File: src/rtl/pid_sched_pkg.sv
// Shared widths, state encoding and gain payload for the BLDC velocity-loop scheduler.
package pid_sched_pkg;

    localparam int unsigned VEL_W  = 8;
    localparam int unsigned GAIN_W = 4;
    localparam int unsigned DUTY_W = 8;

    typedef enum logic [2:0] {
        IDLE,
        WAIT_TICK,
        CAPTURE,
        STEP,
        SETTLE,
        APPLY
    } state_e;

    typedef struct packed {
        logic [GAIN_W-1:0] kp;
        logic [GAIN_W-1:0] kd;
    } gains_t;

endpackage

File: src/rtl/duty_slew_limiter.sv
// Clamps the PID target into [min,max] and limits the step from the previous duty.
module duty_slew_limiter
    import pid_sched_pkg::*;
(
    input  logic [VEL_W-1:0]  target_i,
    input  logic [DUTY_W-1:0] prev_i,
    input  logic [DUTY_W-1:0] duty_min_i,
    input  logic [DUTY_W-1:0] duty_max_i,
    input  logic [DUTY_W-1:0] slew_max_i,
    output logic [DUTY_W-1:0] next_duty_c
);

    logic [DUTY_W-1:0]      clamped;
    logic signed [DUTY_W:0] diff;
    logic signed [DUTY_W:0] slew;

    always_comb begin
        clamped = DUTY_W'(target_i);
        if (DUTY_W'(target_i) < duty_min_i) begin
            clamped = duty_min_i;
        end else if (DUTY_W'(target_i) > duty_max_i) begin
            clamped = duty_max_i;
        end
        // Both operands are unsigned 8-bit, so a 9-bit signed difference cannot overflow.
        diff = $signed({1'b0, clamped}) - $signed({1'b0, prev_i});
        slew = $signed({1'b0, slew_max_i});
        if (diff > slew) begin
            next_duty_c = prev_i + slew_max_i;
        end else if (diff < -slew) begin
            next_duty_c = prev_i - slew_max_i;
        end else begin
            next_duty_c = clamped;
        end
    end

endmodule

File: src/rtl/pid_loop_scheduler.sv
// Sequences one velocity-loop sample around an external PID: tick, capture, step, settle, apply.
module pid_loop_scheduler
    import pid_sched_pkg::*;
#(
    parameter int unsigned PERIOD_CYCLES = 1000,
    parameter int unsigned PID_LATENCY   = 2,
    parameter int unsigned DUTY_MIN      = 0,
    parameter int unsigned DUTY_MAX      = 250,
    parameter int unsigned SLEW_MAX      = 16,
    parameter int unsigned KP_INIT       = 4,
    parameter int unsigned KD_INIT       = 1
) (
    input  logic              clk,
    input  logic              rst,
    input  logic              enable,
    input  logic              fault_in,
    input  logic [VEL_W-1:0]  vel_meas,
    input  logic              vel_meas_valid,
    input  logic [GAIN_W-1:0] gain_kp_in,
    input  logic [GAIN_W-1:0] gain_kd_in,
    input  logic              gain_wr_valid,
    output logic              gain_wr_ready,
    output logic [VEL_W-1:0]  pid_current_vel,
    output logic [GAIN_W-1:0] pid_kp,
    output logic [GAIN_W-1:0] pid_kd,
    output logic              pid_ce,
    input  logic [VEL_W-1:0]  pid_vel_output,
    output logic [DUTY_W-1:0] duty_cmd,
    output logic              duty_valid,
    output logic              stale_meas,
    output logic              fault_latched,
    output logic              busy
);

    localparam int unsigned CNT_W = (PERIOD_CYCLES > 1) ? $clog2(PERIOD_CYCLES) : 1;
    localparam int unsigned LAT_W = $clog2(PID_LATENCY + 1);

    state_e            state_q, state_d;
    logic [CNT_W-1:0]  cnt_q, cnt_d;
    logic [LAT_W-1:0]  lat_q, lat_d;
    logic [VEL_W-1:0]  meas_q, meas_d, vel_q, vel_d;
    logic [DUTY_W-1:0] duty_q, duty_d, duty_next_c;
    gains_t            gains_q, gains_d, pend_q, pend_d;
    logic              fresh_q, fresh_d, pending_q, pending_d, ready_q, ready_d;
    logic              ce_q, ce_d, dv_q, dv_d, stale_q, stale_d;
    logic              flt_q, flt_d, busy_q, busy_d;
    logic              tick;

    assign tick = (cnt_q == CNT_W'(PERIOD_CYCLES - 1));

    duty_slew_limiter u_limiter (
        .target_i    (pid_vel_output),
        .prev_i      (duty_q),
        .duty_min_i  (DUTY_W'(DUTY_MIN)),
        .duty_max_i  (DUTY_W'(DUTY_MAX)),
        .slew_max_i  (DUTY_W'(SLEW_MAX)),
        .next_duty_c (duty_next_c)
    );

    // Next-state and output decode.
    always_comb begin
        state_d   = state_q;
        cnt_d     = cnt_q;
        lat_d     = lat_q;
        meas_d    = meas_q;
        vel_d     = vel_q;
        duty_d    = duty_q;
        gains_d   = gains_q;
        pend_d    = pend_q;
        fresh_d   = fresh_q;
        pending_d = pending_q;
        stale_d   = stale_q;
        flt_d     = flt_q;
        ce_d      = 1'b0;
        dv_d      = 1'b0;

        if (vel_meas_valid && (state_q != CAPTURE)) begin
            meas_d  = vel_meas;
            fresh_d = 1'b1;
        end
        if (gain_wr_valid && !pending_q) begin
            pend_d    = '{kp: gain_kp_in, kd: gain_kd_in};
            pending_d = 1'b1;
        end

        if (enable && !flt_q) begin
            cnt_d = tick ? '0 : cnt_q + CNT_W'(1);
        end else begin
            cnt_d = '0;
        end

        case (state_q)
            IDLE: begin
                if (enable && !flt_q) state_d = WAIT_TICK;
            end
            WAIT_TICK: begin
                if (tick) state_d = CAPTURE;
            end
            CAPTURE: begin
                vel_d   = vel_meas_valid ? vel_meas : meas_q;
                stale_d = !(fresh_q || vel_meas_valid);
                fresh_d = 1'b0;
                // Only gains pending before this cycle are applied; a same-cycle write waits.
                if (pending_q) begin
                    gains_d   = pend_q;
                    pending_d = 1'b0;
                end
                ce_d    = 1'b1;
                state_d = STEP;
            end
            STEP: begin
                lat_d   = '0;
                state_d = SETTLE;
            end
            SETTLE: begin
                if (lat_q == LAT_W'(PID_LATENCY - 1)) begin
                    duty_d  = duty_next_c;
                    dv_d    = 1'b1;
                    state_d = APPLY;
                end else begin
                    lat_d = lat_q + LAT_W'(1);
                end
            end
            APPLY: begin
                state_d = WAIT_TICK;
            end
            default: state_d = IDLE;
        endcase

        // Fault dominates disable; both abandon the sample without pulses.
        if (fault_in) begin
            state_d = IDLE;
            duty_d  = '0;
            cnt_d   = '0;
            ce_d    = 1'b0;
            dv_d    = 1'b0;
            flt_d   = 1'b1;
        end else if (!enable) begin
            state_d = IDLE;
            duty_d  = '0;
            cnt_d   = '0;
            ce_d    = 1'b0;
            dv_d    = 1'b0;
            flt_d   = 1'b0;
        end

        ready_d = !pending_d;
        busy_d  = (state_d == CAPTURE) || (state_d == STEP) ||
                  (state_d == SETTLE)  || (state_d == APPLY);
    end

    always_ff @(posedge clk) begin
        if (rst) begin
            state_q   <= IDLE;
            cnt_q     <= '0;
            lat_q     <= '0;
            meas_q    <= '0;
            vel_q     <= '0;
            duty_q    <= '0;
            gains_q   <= '{kp: GAIN_W'(KP_INIT), kd: GAIN_W'(KD_INIT)};
            pend_q    <= '0;
            fresh_q   <= 1'b0;
            pending_q <= 1'b0;
            ready_q   <= 1'b1;
            stale_q   <= 1'b0;
            flt_q     <= 1'b0;
            ce_q      <= 1'b0;
            dv_q      <= 1'b0;
            busy_q    <= 1'b0;
        end else begin
            state_q   <= state_d;
            cnt_q     <= cnt_d;
            lat_q     <= lat_d;
            meas_q    <= meas_d;
            vel_q     <= vel_d;
            duty_q    <= duty_d;
            gains_q   <= gains_d;
            pend_q    <= pend_d;
            fresh_q   <= fresh_d;
            pending_q <= pending_d;
            ready_q   <= ready_d;
            stale_q   <= stale_d;
            flt_q     <= flt_d;
            ce_q      <= ce_d;
            dv_q      <= dv_d;
            busy_q    <= busy_d;
        end
    end

    assign gain_wr_ready   = ready_q;
    assign pid_current_vel = vel_q;
    assign pid_kp          = gains_q.kp;
    assign pid_kd          = gains_q.kd;
    assign pid_ce          = ce_q;
    assign duty_cmd        = duty_q;
    assign duty_valid      = dv_q;
    assign stale_meas      = stale_q;
    assign fault_latched   = flt_q;
    assign busy            = busy_q;

endmodule

File: config.mk
export PLATFORM = sky130hd
export DESIGN_NAME = pid_loop_scheduler
export DESIGN_NICKNAME = d
export VERILOG_FILES = /design/src/rtl/pid_sched_pkg.sv /design/src/rtl/duty_slew_limiter.sv /design/src/rtl/pid_loop_scheduler.sv
export SDC_FILE = /design/constraint.sdc
export NUM_CORES = 1
export LEC_CHECK = 0
export CAP_MARGIN = 40
export CORE_ASPECT_RATIO = 1.5
export CORE_MARGIN = 5
export CORE_UTILIZATION = 50
export CTS_CLUSTER_DIAMETER = 100
export CTS_CLUSTER_SIZE = 8
export DETAILED_ROUTE_END_ITERATION = 6
export GPL_TIMING_DRIVEN = 0
export PLACE_DENSITY = 0.84
export SKIP_LAST_GASP = 1
export SYNTH_ARGS = -nofsm -noshare
export SYNTH_HDL_FRONTEND = slang
export SYNTH_SLANG_ARGS = --single-unit
File: constraint.sdc
create_clock -name clk -period 6.78 [get_ports clk]
set_input_delay 1.356 -clock clk [delete_from_list [all_inputs] [get_ports clk]]
set_output_delay 1.356 -clock clk [all_outputs]
set_load 0.005 [all_outputs]
==> impl_metrics.ini <==
[hold_path]
min_from = meas_q[0]
hold_end = meas_q[0]
worstHoldPathType = flip-flop to flip-flop
hold_depth = 2

[timing]
worst_pin_slew_ns = 0.6462
tns_ns = 0
skew_ns = 0.008985
finalSetupViolations = 0
period_minus_slack_ns = 4.880
finalHoldViolations = 0
fmaxAchievable_ghz = 0.2049
fin_crit_sh = 0.7198
rsz0062_at_grt = false
maxSlewHeadroom = 0.5688
final_max_slew_viol_count = 0

[floorplanning]
rows = 35
die_area_um2 = 7939
coreArea_um2 = 6087
fp.dieH_um = 106.7
io_pins = 60
die_w_um = 74.44
start_util = 0.5116

[synthesis]
synth-async-reset-ratio = 0
avgSynthCellArea_um2 = 8.327
synth.distinct_cells = 50
yosys.area.top_type = dfxtp_1
synth_area_leaders = dfxtp_1 40%, mux2i_1 5.5%, nor2_1 5.4%, a21oi_1 5.1%, ha_1 4.8%
netlist_instances = 374
ys_seq_area_frac = 0.4050
synth_fp_nets = 417
synth_edf_count = 0
netlist_area_um2 = 3114
ys_ff_latch = 63
synth_ff_type = dfxtp_1
ys.warnings.count = 0
yosysTopAreaCellShare = 0.4050

[critical_path]
worst-path-max-fanout = 7
reg2reg_depth = 9
r2r-end = duty_cmd[7]
crit_arrival_ns = 5.12
reg2reg_from = duty_cmd[4]
ff2ff_setup_slack_ns = 3.74
cp-start-kind = input pin
required_ns = 7.02
crit_type = input pin to flip-flop
critPathCaptureType = flip-flop

[route]
routed_wl_um = 7286
wl_per_cell_um = 13.96
drt_drc_violations_left = 0
routed_via_density = 5.542
drt_iter0_drc = 140
final_antenna_net_count = 0
via_count = 2893
firstDrtPassIters = 4

[cts]
path_clk_slew_ns = 0.08
postCtsSetupBuffers = 0
clockBufferDepth = 2
clock-sinks = 63
clkLatencyLatePin_ns = 0.34
root_buffer = clkbuf_8
post_cts_resize_count = 0
cts-htree-levels = 3
cts_buffers = 9
hold_buffers = 0
cts_tree = done

[grt]
antenna_found_initial = 0
grt_pass1_vias = 2822
grt_pass1_wl_um = 12090
grt_max_degree = 14
grt_util_all_layers = 0.1912
grt_overflow = 0

[place]
place.gp.congestion = 0.8486
io_buffers = 58
place_hpwl_um = 5557

[pwr]
pwr-share-clk = 0.468
pwr_density_cell_nw_per_um2 = 217.3
switching_share = 0.2397
power_frac_comb = 0.097
vdd_drop_max_v = 0.0001136
intPower_w = 0.0006674
p_seq_frac = 0.435
leakagePower_nw = 1.470
power.switching_w = 0.0002104
fin_total_pwr_w = 0.0008778

[layout]
fin_nets = 486
areaGrowthSynthToFinish_pct = 29.69
final_common_cell = dfxtp_1
layout_common_cells = 63 x dfxtp_1, 58 x clkdlybuf4s50_1, 45 x nor2_1, 34 x nand2_1, 32 x a21oi_1
antenna_cells = 0
drive_gt1_frac = 0.05357

[outcome]
status = finished clean

[flow_run]
maxCapViolCount = 0
[synth_stat cells, types with 5 or more instances]
master,n
o21ai_0,5
nand2_1,34
o211ai_1,5
and3_1,5
nor3_1,11
xnor2_1,8
a31oi_1,5
nand3_1,22
clkbuf_1,22
mux2i_1,17
xor2_1,7
a211oi_1,14
or3_1,6
dfxtp_1,63
nor2_1,45
a21oi_1,32
nor2b_1,5
ha_1,12
inv_1,16
[per-layer routing]
metal | track usage | up-vias | part of all wire
li1 | - | 1459 | -
met1 | 0.2095 | 1333 | 0.39
met2 | 0.3390 | 87 | 0.52
met3 | 0.04315 | 14 | 0.063
met4 | 0.08651 | 0 | 0.019
met5 | 0 | - | 0
[worst max-delay path: stages]
cell and delay, ns:
clkdlybuf4s50_1 0.57, and3_1 0.23, nand3_1 0.11, o21ai_0 0.29
ha_1 0.23, inv_1 0.05, fa_1 0.40, a21oi_1 0.23
o211ai_1 0.18, xnor2_1 0.19, o2111ai_1 0.35, or2_1 0.36
or3_1 0.31, a41o_1 0.24
[registers in the layout, summed over array words and instances (netlist names)]
name	count
busy	1
cnt_q	10
duty_cmd	8
duty_valid	1
fault_latched	1
fresh_q	1
gain_wr_ready	1
lat_q	2
meas_q	8
pend_q	8
pending_q	1
pid_ce	1
pid_current_vel	8
pid_kd	4
pid_kp	4
stale_meas	1
state_q	3
[cell type report]
cell class | instances | area [um^2]
sequential | 63 | 1261
clock inverter | 7 | 127.6
buffer | 23 | 87.58
clock buffer | 9 | 123.9
fill | 504 | 2048
multi-input combinational | 272 | 1705
timing repair buffer | 58 | 580.6
tap | 74 | 92.59
inverter | 16 | 60.06
[logic make-up (layout without fill, tap and decap cells)]
group | after synthesis | after routing | share of synthesized area
and+or+nand+nor | 148 | 148 | 0.2278
AOI/OAI and AO/OA | 78 | 78 | 0.1647
DFF | 63 | 63 | 0.4050
buffers and inverters | 39 | 113 | 0.04741
muxes | 18 | 18 | 0.05826
xor gates and xnor gates | 15 | 15 | 0.04219
adders and majority gates | 13 | 13 | 0.05464
[worst max path at each step]
| stage | start | end | slack, ns | cells past startpoint |
|---|---|---|---|---|
| floorplan | pid_vel_output[4] | duty_cmd[7] | 2.67 | 13 |
| global placement | pid_vel_output[4] | duty_cmd[7] | 1.67 | 14 |
| detailed placement | pid_vel_output[4] | duty_cmd[7] | 1.61 | 14 |
| CTS | pid_vel_output[4] | duty_cmd[7] | 1.96 | 14 |
| global route | pid_vel_output[4] | duty_cmd[7] | 1.64 | 14 |
| finish | pid_vel_output[4] | duty_cmd[7] | 1.90 | 14 |
[per-stage QoR]
| stage | setup WS [ns] | hold slack (ns) | cell area [um^2] | instances | utilization |
|---|---|---|---|---|---|
| floorplan | 2.672 | 0.4302 | 3114 | 374 | - |
| global placement | 1.666 | 0.4405 | 3787 | 506 | 0.6222 |
| finish | 1.900 | 0.4557 | 4039 | 522 | 0.6635 |
| CTS | 1.956 | 0.4580 | 4039 | 522 | 0.6635 |
| detailed placement | 1.613 | 0.4474 | 3787 | 506 | 0.6222 |
| global route | 1.643 | 0.4693 | 4039 | 522 | 0.6635 |
[power groups by stage]
stage,registers [W],clock network (W),logic (W)
after floorplan,0.000389,0,0.0000517
after global placement,0.000390,0,0.0000814
after detailed placement,0.000390,0,0.0000840
after CTS,0.000382,0.000418,0.0000847
after global routing,0.000383,0.000436,0.0000931
final,0.000382,0.000411,0.0000849
Power figures use the tool's default switching activity.
